[config.mk]
export PLATFORM = sky130hd
export DESIGN_NAME = hyperbus_w2phy_flat
export DESIGN_NICKNAME = d
export VERILOG_FILES = /design/src/rtl/hyperbus_w2phy_if.sv /design/src/rtl/hyperbus_w2phy.sv /design/src/flat_wrapper.sv
export SDC_FILE = /design/constraint.sdc
export NUM_CORES = 1
export LEC_CHECK = 0
export ABC_AREA = 0
export CORE_ASPECT_RATIO = 2
export CORE_MARGIN = 4
export CORE_UTILIZATION = 34
export DETAILED_ROUTE_END_ITERATION = 10
export PLACE_DENSITY = 0.56
export SLEW_MARGIN = 20
export SYNTH_ARGS = -nofsm -noshare
export SYNTH_HDL_FRONTEND = slang
export SYNTH_SLANG_ARGS = --single-unit
[constraint.sdc]
create_clock -name clk_i -period 6.1 [get_ports clk_i]
set_input_delay 0.915 -clock clk_i [delete_from_list [all_inputs] [get_ports clk_i]]
set_output_delay 0.915 -clock clk_i [all_outputs]
set_load 0.01 [all_outputs]
[src/rtl/hyperbus_w2phy_if.sv]
// Handshake bundle between the AXI W / AW-AR side, the
// write serializer and the Hyperbus PHY transmit FIFO.
interface hyperbus_w2phy_if #(
  parameter int AxiDataWidth = 64,
  parameter int NumPhys      = 2,
  parameter int AddrWidth    = $clog2(AxiDataWidth/8)
);
  logic                      trans_handshake_i;
  logic                      is_a_write_i;
  logic [2:0]                size_i;
  logic [AddrWidth-1:0]      start_addr_i;
  logic [7:0]                burst_len_i;
  logic                      axi_valid_i;
  logic                      axi_ready_o;
  logic [AxiDataWidth-1:0]   axi_data_i;
  logic [AxiDataWidth/8-1:0] axi_strb_i;
  logic                      axi_last_i;
  logic                      phy_valid_o;
  logic                      phy_ready_i;
  logic [16*NumPhys-1:0]     phy_data_o;
  logic [2*NumPhys-1:0]      phy_strb_o;
  logic                      phy_last_o;
  logic                      last_err_o;

  modport slave (
    input  trans_handshake_i, is_a_write_i, size_i,
    input  start_addr_i, burst_len_i,
    input  axi_valid_i, axi_data_i, axi_strb_i, axi_last_i,
    input  phy_ready_i,
    output axi_ready_o, phy_valid_o, phy_data_o,
    output phy_strb_o, phy_last_o, last_err_o
  );

  modport master (
    output trans_handshake_i, is_a_write_i, size_i,
    output start_addr_i, burst_len_i,
    output axi_valid_i, axi_data_i, axi_strb_i, axi_last_i,
    output phy_ready_i,
    input  axi_ready_o, phy_valid_o, phy_data_o,
    input  phy_strb_o, phy_last_o, last_err_o
  );
endinterface

[src/rtl/hyperbus_w2phy.sv]
// AXI W beat to Hyperbus PHY word serializer with narrow-transfer masking.
// Optional: HYPERBUS_W2PHY_SKIP_EMPTY_EN skips non-final all-zero-strobe words.
module hyperbus_w2phy #(
  parameter int AxiDataWidth = 64,
  parameter int NumPhys      = 2,
  parameter int AddrWidth    = $clog2(AxiDataWidth/8)
) (
  input logic            clk_i,
  input logic            rst_ni,
  hyperbus_w2phy_if.slave bus
);
  localparam int Pb   = 2*NumPhys;
  localparam int Pw   = 16*NumPhys;
  localparam int Nab  = AxiDataWidth/8;
  localparam int Wpb  = Nab/Pb;
  localparam int IdxW = (Wpb > 1) ? $clog2(Wpb) : 1;
  localparam int PbW  = $clog2(Pb);

  typedef enum logic [1:0] {Idle, WaitAxi, Send} state_e;

  state_e                  state_q, state_d;
  logic [AddrWidth-1:0]    addr_q, addr_d;
  logic [2:0]              size_q, size_d;
  logic [7:0]              beats_q, beats_d;
  logic [AxiDataWidth-1:0] data_q, data_d;
  logic [Nab-1:0]          strb_q, strb_d;
  logic [IdxW-1:0]         idx_q, idx_d;
  logic [IdxW-1:0]         last_idx_q, last_idx_d;
  logic [AddrWidth-1:0]    lo_q, lo_d;
  logic [AddrWidth-1:0]    hi_q, hi_d;
  logic                    final_q, final_d;
  logic                    axi_ready_q, axi_ready_d;
  logic                    phy_valid_q, phy_valid_d;
  logic [Pw-1:0]           phy_data_q, phy_data_d;
  logic [Pb-1:0]           phy_strb_q, phy_strb_d;
  logic                    phy_last_q, phy_last_d;
  logic                    last_err_q, last_err_d;

  logic [AddrWidth-1:0]    sz_mask;
  logic [AddrWidth-1:0]    hi_a;
  logic [Pb-1:0]           win;
  logic [Pb-1:0]           wstrb;
  logic                    load;
  logic                    adv;

  always_comb begin
    for (int i = 0; i < AddrWidth; i++) begin
      sz_mask[i] = (i < int'(size_q));
    end
    hi_a = (addr_q & ~sz_mask) + sz_mask;

    state_d     = state_q;
    addr_d      = addr_q;
    size_d      = size_q;
    beats_d     = beats_q;
    data_d      = data_q;
    strb_d      = strb_q;
    idx_d       = idx_q;
    last_idx_d  = last_idx_q;
    lo_d        = lo_q;
    hi_d        = hi_q;
    final_d     = final_q;
    axi_ready_d = axi_ready_q;
    phy_valid_d = phy_valid_q;
    phy_data_d  = phy_data_q;
    phy_strb_d  = phy_strb_q;
    phy_last_d  = phy_last_q;
    last_err_d  = 1'b0;
    load        = 1'b0;
    adv         = 1'b0;

    unique case (state_q)
      Idle: begin
        if (bus.trans_handshake_i && bus.is_a_write_i) begin
          addr_d      = bus.start_addr_i;
          size_d      = bus.size_i;
          beats_d     = bus.burst_len_i;
          state_d     = WaitAxi;
          axi_ready_d = 1'b1;
        end
      end
      WaitAxi: begin
        if (bus.axi_valid_i) begin
          data_d      = bus.axi_data_i;
          strb_d      = bus.axi_strb_i;
          lo_d        = addr_q;
          hi_d        = hi_a;
          idx_d       = IdxW'(addr_q >> PbW);
          last_idx_d  = IdxW'(hi_a >> PbW);
          final_d     = (beats_q == 8'd0);
          last_err_d  = (bus.axi_last_i != final_d);
          axi_ready_d = 1'b0;
          state_d     = Send;
          load        = 1'b1;
        end
      end
      Send: begin
        // A dropped (skipped) word advances without waiting on the PHY
        adv = phy_valid_q ? bus.phy_ready_i : 1'b1;
        if (adv) begin
          if (idx_q != last_idx_q) begin
            idx_d = idx_q + IdxW'(1);
            load  = 1'b1;
          end else begin
            addr_d      = hi_a + AddrWidth'(1);
            beats_d     = beats_q - 8'd1;
            phy_valid_d = 1'b0;
            phy_last_d  = 1'b0;
            state_d     = final_q ? Idle : WaitAxi;
            axi_ready_d = !final_q;
          end
        end
      end
      default: state_d = Idle;
    endcase

    for (int j = 0; j < Pb; j++) begin
      win[j] = (int'(idx_d)*Pb + j >= int'(lo_d)) &&
               (int'(idx_d)*Pb + j <= int'(hi_d));
    end
    wstrb = strb_d[int'(idx_d)*Pb +: Pb] & win;

    if (load) begin
      phy_data_d  = data_d[int'(idx_d)*Pw +: Pw];
      phy_strb_d  = wstrb;
      phy_last_d  = final_d && (idx_d == last_idx_d);
      phy_valid_d = 1'b1;
`ifdef HYPERBUS_W2PHY_SKIP_EMPTY_EN
      if (wstrb == '0 && !phy_last_d) phy_valid_d = 1'b0;
`else
      phy_valid_d = 1'b1;
`endif
    end
  end

  always_ff @(posedge clk_i or negedge rst_ni) begin
    if (!rst_ni) begin
      state_q     <= Idle;
      addr_q      <= '0;
      size_q      <= '0;
      beats_q     <= '0;
      data_q      <= '0;
      strb_q      <= '0;
      idx_q       <= '0;
      last_idx_q  <= '0;
      lo_q        <= '0;
      hi_q        <= '0;
      final_q     <= 1'b0;
      axi_ready_q <= 1'b0;
      phy_valid_q <= 1'b0;
      phy_data_q  <= '0;
      phy_strb_q  <= '0;
      phy_last_q  <= 1'b0;
      last_err_q  <= 1'b0;
    end else begin
      state_q     <= state_d;
      addr_q      <= addr_d;
      size_q      <= size_d;
      beats_q     <= beats_d;
      data_q      <= data_d;
      strb_q      <= strb_d;
      idx_q       <= idx_d;
      last_idx_q  <= last_idx_d;
      lo_q        <= lo_d;
      hi_q        <= hi_d;
      final_q     <= final_d;
      axi_ready_q <= axi_ready_d;
      phy_valid_q <= phy_valid_d;
      phy_data_q  <= phy_data_d;
      phy_strb_q  <= phy_strb_d;
      phy_last_q  <= phy_last_d;
      last_err_q  <= last_err_d;
    end
  end

  assign bus.axi_ready_o = axi_ready_q;
  assign bus.phy_valid_o = phy_valid_q;
  assign bus.phy_data_o  = phy_data_q;
  assign bus.phy_strb_o  = phy_strb_q;
  assign bus.phy_last_o  = phy_last_q;
  assign bus.last_err_o  = last_err_q;

endmodule
[src/flat_wrapper.sv]
// flat-port wrapper written by rule: the top's interface ports become plain ports
module hyperbus_w2phy_flat 
#(
  parameter int AxiDataWidth = 64,
  parameter int NumPhys      = 2,
  parameter int AddrWidth    = $clog2(AxiDataWidth/8)
)
  (clk_i, rst_ni, bus_trans_handshake_i, bus_is_a_write_i, bus_size_i, bus_start_addr_i, bus_burst_len_i, bus_axi_valid_i, bus_axi_data_i, bus_axi_strb_i, bus_axi_last_i, bus_phy_ready_i, bus_axi_ready_o, bus_phy_valid_o, bus_phy_data_o, bus_phy_strb_o, bus_phy_last_o, bus_last_err_o);
  hyperbus_w2phy_if #(.AxiDataWidth(AxiDataWidth), .NumPhys(NumPhys), .AddrWidth(AddrWidth)) bus_i ();
  input logic clk_i;
  input logic rst_ni;
  input wire logic [$bits(bus_i.trans_handshake_i)-1:0] bus_trans_handshake_i;
  input wire logic [$bits(bus_i.is_a_write_i)-1:0] bus_is_a_write_i;
  input wire logic [$bits(bus_i.size_i)-1:0] bus_size_i;
  input wire logic [$bits(bus_i.start_addr_i)-1:0] bus_start_addr_i;
  input wire logic [$bits(bus_i.burst_len_i)-1:0] bus_burst_len_i;
  input wire logic [$bits(bus_i.axi_valid_i)-1:0] bus_axi_valid_i;
  input wire logic [$bits(bus_i.axi_data_i)-1:0] bus_axi_data_i;
  input wire logic [$bits(bus_i.axi_strb_i)-1:0] bus_axi_strb_i;
  input wire logic [$bits(bus_i.axi_last_i)-1:0] bus_axi_last_i;
  input wire logic [$bits(bus_i.phy_ready_i)-1:0] bus_phy_ready_i;
  output wire logic [$bits(bus_i.axi_ready_o)-1:0] bus_axi_ready_o;
  output wire logic [$bits(bus_i.phy_valid_o)-1:0] bus_phy_valid_o;
  output wire logic [$bits(bus_i.phy_data_o)-1:0] bus_phy_data_o;
  output wire logic [$bits(bus_i.phy_strb_o)-1:0] bus_phy_strb_o;
  output wire logic [$bits(bus_i.phy_last_o)-1:0] bus_phy_last_o;
  output wire logic [$bits(bus_i.last_err_o)-1:0] bus_last_err_o;
  assign bus_i.trans_handshake_i = bus_trans_handshake_i;
  assign bus_i.is_a_write_i = bus_is_a_write_i;
  assign bus_i.size_i = bus_size_i;
  assign bus_i.start_addr_i = bus_start_addr_i;
  assign bus_i.burst_len_i = bus_burst_len_i;
  assign bus_i.axi_valid_i = bus_axi_valid_i;
  assign bus_i.axi_data_i = bus_axi_data_i;
  assign bus_i.axi_strb_i = bus_axi_strb_i;
  assign bus_i.axi_last_i = bus_axi_last_i;
  assign bus_i.phy_ready_i = bus_phy_ready_i;
  assign bus_axi_ready_o = bus_i.axi_ready_o;
  assign bus_phy_valid_o = bus_i.phy_valid_o;
  assign bus_phy_data_o = bus_i.phy_data_o;
  assign bus_phy_strb_o = bus_i.phy_strb_o;
  assign bus_phy_last_o = bus_i.phy_last_o;
  assign bus_last_err_o = bus_i.last_err_o;
  hyperbus_w2phy #(.AxiDataWidth(AxiDataWidth), .NumPhys(NumPhys), .AddrWidth(AddrWidth)) u_core (.clk_i(clk_i), .rst_ni(rst_ni), .bus(bus_i));
endmodule
=== Word level (Yosys, flattened, before mapping) ===
Cells that the tools add are included.

* Output and inout bits: 40
* Word-level logic and storage cells: 115
* Register bits: 137
* Input port bits: 93

* Reduce and logical (&&, ||, !) cells: 18
* $lt $le $gt $ge: 11
* Shifts and indexed selects: 2
* Multiplexer cells: 47
* Bitwise logic cells: 3
* Add/subtract/negate cells: 7
* Equality and inequality tests: 10

{| class="wikitable"
|+ Operator list
! operator !! count
|-
| 2-to-1 mux 64 bit || 2
|-
| >= comparator 32 x 4 -> 1 bit || 3
|-
| <= comparator 32 x 4 -> 1 bit || 3
|-
| variable part select 64 x 7 -> 32 bit || 1
|-
| 2-to-1 mux 8 bit || 5
|-
| 2-to-1 mux 1 bit || 23
|-
| 2-to-1 mux 3 bit || 7
|-
| case mux 8 bit (2 select lines) || 1
|-
| adder 3 x 2 -> 4 bit, second input constant || 2
|-
| logical NOT 8 bit || 1
|-
| 2-to-1 mux 2 bit || 4
|-
| AND reduction 4 bit || 2
|-
| variable part select 8 x 4 -> 4 bit || 1
|-
| subtractor 8 x 1 -> 8 bit, second input constant || 1
|-
| logical AND 1 bit || 6
|-
| less-than comparator 1 x 3 -> 1 bit, first input constant || 2
|-
| != test 2 x 1 -> 1 bit, second input constant || 3
|-
| case mux 2 bit (3 select lines) || 1
|-
| case mux 3 bit (2 select lines) || 1
|-
| nonzero test 2 bit || 3
|-
| AND reduction 5 bit || 1
|-
| adder 3 x 1 -> 4 bit, second input constant || 1
|-
| bitwise AND 4 bit || 1
|-
| != test 2 bit, second input constant || 2
|-
| 19 further kinds || 21
|}

=== Logic depth before layout (Yosys ltp) ===
* Depth after elaboration: 9
* Gate-level depth with buffers: 13

=== Worst setup path after synthesis ===
OpenSTA, ideal clock, no wires.

* Path type: in2reg
* From: in bus_phy_ready_i
* To: reg u_core.phy_strb_q[1], in the netlist u_core.bus.phy_strb_o[1]
* Slack: 3.157 ns
* Library setup time: 0.110 ns
* Data required time: 5.990 ns
* Arrival: 2.833 ns
* Cell stages on the path: 11
* Cell sequence: and3b_1 o31ai_1 nand3_1 buf_6 buf_2 ha_1 inv_1 a211o_1 nand2_1 o21ai_0 o41ai_1

* Cells in the longest elaborated chain, start to end: 7
* Elaborated cells between the ends (all ways): 11

{| class="wikitable"
|+ Ends and longest elaborated chain
! what !! line !! text
|-
| from (decl) || flat_wrapper.sv:21 || <nowiki>input wire logic [$bits(bus_i.phy_ready_i)-1:0] bus_phy_ready_i;</nowiki>
|-
| 2-to-1 mux 1 bit * || hyperbus_w2phy.sv:99 || <nowiki>adv = phy_valid_q ? bus.phy_ready_i : 1'b1;</nowiki>
|-
| 2-to-1 mux 1 bit * || hyperbus_w2phy.sv:100 || <nowiki>if (adv) begin</nowiki>
|-
| case mux 1 bit (2 select lines) * || hyperbus_w2phy.sv:72 || <nowiki>unique case (state_q)</nowiki>
|-
| net u_core.idx_d || hyperbus_w2phy.sv:27 || <nowiki>logic [IdxW-1:0] idx_q, idx_d;</nowiki>
|-
| adder 3 x 1 -> 4 bit || hyperbus_w2phy.sv:118, hyperbus_w2phy.sv:119 ||
|-
| >= comparator 32 x 4 -> 1 bit / <= comparator 32 x 4 -> 1 bit (equally long branches) || hyperbus_w2phy.sv:118, hyperbus_w2phy.sv:119 ||
|-
| logical AND 1 bit || hyperbus_w2phy.sv:118 || <nowiki>win[j] = (int'(idx_d)*Pb + j >= int'(lo_d)) &&</nowiki>
|-
| bitwise AND 4 bit * || hyperbus_w2phy.sv:121 || <nowiki>wstrb = strb_d[int'(idx_d)*Pb +: Pb] & win;</nowiki>
|-
| to (signal assigned) || hyperbus_w2phy.sv:170 || <nowiki>phy_strb_q <= phy_strb_d;</nowiki>
|-
| to (decl) || hyperbus_w2phy.sv:35 || <nowiki>logic [Pb-1:0] phy_strb_q, phy_strb_d;</nowiki>
|}

The timed path passes the listed nets; every way through them passes the cells marked *.
A chain may end at the register's enable or synchronous reset.

=== Worst setup path in the final report ===
* From: reg u_core.state_q[0]
* To: reg u_core.phy_strb_q[1], in the netlist u_core.bus.phy_strb_o[1]

* Cells in the longest elaborated chain, start to end: 6
* Elaborated cells between the ends (all ways): 13

{| class="wikitable"
|+ Ends and longest elaborated chain
! what !! line !! text
|-
| from (decl) || hyperbus_w2phy.sv:21 || <nowiki>state_e state_q, state_d;</nowiki>
|-
| from (signal assigned) || hyperbus_w2phy.sv:138 || <nowiki>state_q <= Idle;</nowiki>
|-
| from (signal assigned) || hyperbus_w2phy.sv:156 || <nowiki>state_q <= state_d;</nowiki>
|-
| equality test 2 bit / equality test 2 x 1 -> 1 bit (equally long branches) || hyperbus_w2phy.sv:72 ||
|-
| case mux 1 bit (2 select lines) || hyperbus_w2phy.sv:72 ||
|-
| adder 3 x 1 -> 4 bit || hyperbus_w2phy.sv:118, hyperbus_w2phy.sv:119 ||
|-
| >= comparator 32 x 4 -> 1 bit / <= comparator 32 x 4 -> 1 bit (equally long branches) || hyperbus_w2phy.sv:118, hyperbus_w2phy.sv:119 ||
|-
| logical AND 1 bit || hyperbus_w2phy.sv:118 ||
|-
| bitwise AND 4 bit || hyperbus_w2phy.sv:121 ||
|}

Several ways; a longest one is shown, not always the timed one.

==> flow_metrics.env <==
export IMPL_place_inst=815
export IMPL_drt_iter0_markers=106
export IMPL_critPathMaxFanout=28
export IMPL_cts_num_sinks=137
export IMPL_cts_setup_buffers=0
export IMPL_grt_pass1_vias=4680
export IMPL_ys_top_cells_by_area="dfrtp_1 (57%), mux2_2 (15%), mux2i_1 (6.6%)"
export IMPL_synth_edff_count=0
export IMPL_ctsHtreeMaxLevel=4
export IMPL_cts_root_buffer="clkbuf_16"
export IMPL_nets=730
export IMPL_num_vias=4187
export IMPL_grtUsageMet3=0.0390
export IMPL_fill_cells=1648
export IMPL_fmax_ghz=0.240
export IMPL_synthCells=490
export IMPL_synth_async_reset_ratio=1.00
export IMPL_synth_cell_types=50
export IMPL_ys_seq_area_frac=0.566
export IMPL_setup_viol=0
export IMPL_min_period_over_period=0.682
export IMPL_die_x_um=102
export IMPL_place_gp_congestion=0.790
export IMPL_busiest_layer="met2"
export IMPL_whs_ns=0.472
export IMPL_cp_end_kind="flop"
export IMPL_power_density_mw_per_mm2=540
export IMPL_path_delay_family="simple AND/OR/NAND/NOR gates"
export IMPL_leakagePower_uw=0.00345
export IMPL_routed_via_density=4.94
export IMPL_ys_flop_type="dfrtp_1"
export IMPL_layoutNonFillerInstCount=848
export IMPL_drc_errors=0
export IMPL_dieArea_mm2=0.0201
export IMPL_p_sw_uw=1500
export IMPL_io_pins=133
export IMPL_skew_ns=0.0125
export IMPL_critPathMaxStageDelay_ns=0.80
export IMPL_met1_usage=0.167
export IMPL_path_buf_inv=2
export IMPL_core_area_mm2=0.0174
export IMPL_grt_remaining_overflow=0
export IMPL_initial_core_util=0.349
export IMPL_avgSynthCellArea_um2=12.4
export IMPL_place_area_mm2=0.00758
export IMPL_worstMarginPinSlew_ns=0.958
export IMPL_design_area_mm2=0.00818
export IMPL_slew_headroom=0.361
export IMPL_crit_path_start_kind="flop"
export IMPL_worstRegToRegCells=11
export IMPL_crit_cells=11
export IMPL_hpwl_um=10900
export IMPL_die_h_um=197
export IMPL_grtUsageMet2=0.287
export IMPL_drive_above_1_share=0.203
export IMPL_sw_frac_of_total=0.340
export IMPL_crit_slowest_cell="nand3_2"
export IMPL_track_usage=0.155
export IMPL_rrSetupSlack_ns=1.94
export IMPL_ant_nets=0
export IMPL_clkLatencyLatePin_ns=0.41
export IMPL_fin_crit_ns=4.16
export IMPL_final_hold_viol_count=0
export IMPL_yosys_area_top_type="dfrtp_1"
export IMPL_synth_top_cell_area_share=0.566
export IMPL_min_path_type="in -> async"
export IMPL_ys_top_cells_by_count="dfrtp_1 (137), mux2_2 (81), nor2_1 (41)"
export IMPL_antenna_found_initial=1
export IMPL_seq_power_share=0.353
export IMPL_synth_most_common_cell="dfrtp_1"
export IMPL_wire_per_inst_um=17.6
export IMPL_ys_seq_elements=137
export IMPL_numCtsBuffers=17
export IMPL_crit_type="reg -> reg"
export IMPL_clkSlewWorstSetupHoldPaths_ns=0.06
export IMPL_area_delta_synth_final_pct=35.1
export IMPL_postSynthNetCount=596
export IMPL_crit_required_ns=6.37
export IMPL_rsz0062_at_grt="no"
export IMPL_ys_warn_count=0
export IMPL_drtPass1Iterations=4
export IMPL_portBuffers=132
export IMPL_hold_buffers=0
export IMPL_p_int_uw=2920
export IMPL_status="completed"
export IMPL_arrival_ns=4.44
export IMPL_cts_tree="done"
export IMPL_ir_drop_uv=249
export IMPL_maxCapViolations=0
export IMPL_fp_row_count=68
export IMPL_synth_area_mm2=0.00605
export IMPL_p_clk_frac=0.232
export IMPL_clock_path_buffers=2
export IMPL_cts_resized=0
export IMPL_maxSlewViolCount=0
export IMPL_crit_chain="inv_1 -> ha_1 -> and3b_1 -> o31ai_1 -> nand3_2 -> ha_1 -> inv_1 -> a211o_1 -> nand2_1 -> o21ai_0 -> o41ai_1"
export IMPL_tns_ns=0
export IMPL_routed_wl_um=14900
export IMPL_grt_pass1_wl_um=24100
export IMPL_combPwrFrac=0.415
export IMPL_grt_max_degree=72
cell usage in the layout, fill, tap and decap left out, types with 3 or more instances in the layout:
cell and n:
clkinv_4 3, dfrtp_1 137, and3_1 4, nor3_1 6, buf_4 5, or3_1 4
mux2_2 81, mux2i_1 40, clkdlybuf4s50_1 131, clkinv_2 3, o31ai_1 3, a21oi_1 39
nor2_1 41, nand3_1 6, nand2_1 24, inv_6 3, clkbuf_16 17, inv_1 13
ha_1 13, o21ai_0 12
metrics by stage:
stage,utilization,setup WS (ns),total power (uW)
floorplan,-,3.16,2770
global placement,0.437,1.89,3370
detailed placement,0.437,1.68,3440
CTS,0.471,1.90,4490
global route,0.471,1.72,4750
finish,0.471,1.94,4420
area by class of cell:
cell class / count / area [um2] / area share
sequential: 137 / 3430 / 0.419
multi-input combinational: 318 / 2480 / 0.303
timing repair buffer: 137 / 1360 / 0.166
clock buffer: 19 / 453 / 0.0554
tap: 210 / 263 / 0.0321
clock inverter: 13 / 143 / 0.0174
inverter: 13 / 48.8 / 0.00597
antenna: 1 / 2.50 / 0.000306
final timing paths:
kind                                               startpoint                                    end
worst max-delay path            u_core.state_q[0]$_DFFE_PN0P_   u_core.bus.phy_strb_o[1]$_DFFE_PN0P_
worst min-delay path                                   rst_ni  u_core.bus.phy_data_o[18]$_DFFE_PN0P_
worst max register to register  u_core.state_q[0]$_DFFE_PN0P_   u_core.bus.phy_strb_o[1]$_DFFE_PN0P_
worst min register to register       u_core.hi_q[1]$_DFF_PN0_               u_core.hi_q[1]$_DFF_PN0_
max in group asynchronous                              rst_ni            u_core.data_q[25]$_DFF_PN0_
min in group clk_i                   u_core.hi_q[1]$_DFF_PN0_               u_core.hi_q[1]$_DFF_PN0_
flip-flops by register name, summed over array words and instances (netlist names), 3 cells and up:
register and count:
u_core.beats_q 8, u_core.strb_q 8, u_core.bus.phy_data_o 32, u_core.lo_q 3
u_core.hi_q 3, u_core.data_q 64, u_core.size_q 3, u_core.addr_q 3
u_core.bus.phy_strb_o 4
per-layer routing:
layer | wire (um) | share of wire
met5 | 0 | 0
met4 | 221 | 0.015
met3 | 659 | 0.044
met2 | 8610 | 0.58
met1 | 5430 | 0.36
worst register-to-register path: cells and delay by family, from the launching register on:
family          cells  cell delay (ns)
flops               1             0.44
buf+inv             2             0.16
simple gates        3             1.22
compound gates      4             1.03
fa+ha+maj           2             1.20
kinds of logic after synthesis:
logic type                 count (synthesis)  share of synthesized area
DFF                                      137                      0.566
other                                      1                   0.000620
adders and majority gates                 13                     0.0269
AOI/OAI and AO/OA                         76                     0.0775
xor gates and xnor gates                   4                    0.00579
and+or+nand+nor                          102                     0.0777
buffers and inverters                     35                     0.0256
muxes                                    122                      0.219
power groups by stage:
| stage | clock [uW] | sequential, uW | combinational (uW) |
|---|---|---|---|
| after floorplan | 0 | 1570 | 1210 |
| after global placement | 0 | 1570 | 1810 |
| after detailed placement | 0 | 1580 | 1860 |
| after CTS | 1060 | 1570 | 1870 |
| after global routing | 1100 | 1610 | 2040 |
| final | 1020 | 1560 | 1830 |
(Power assumes the default switching activity.)
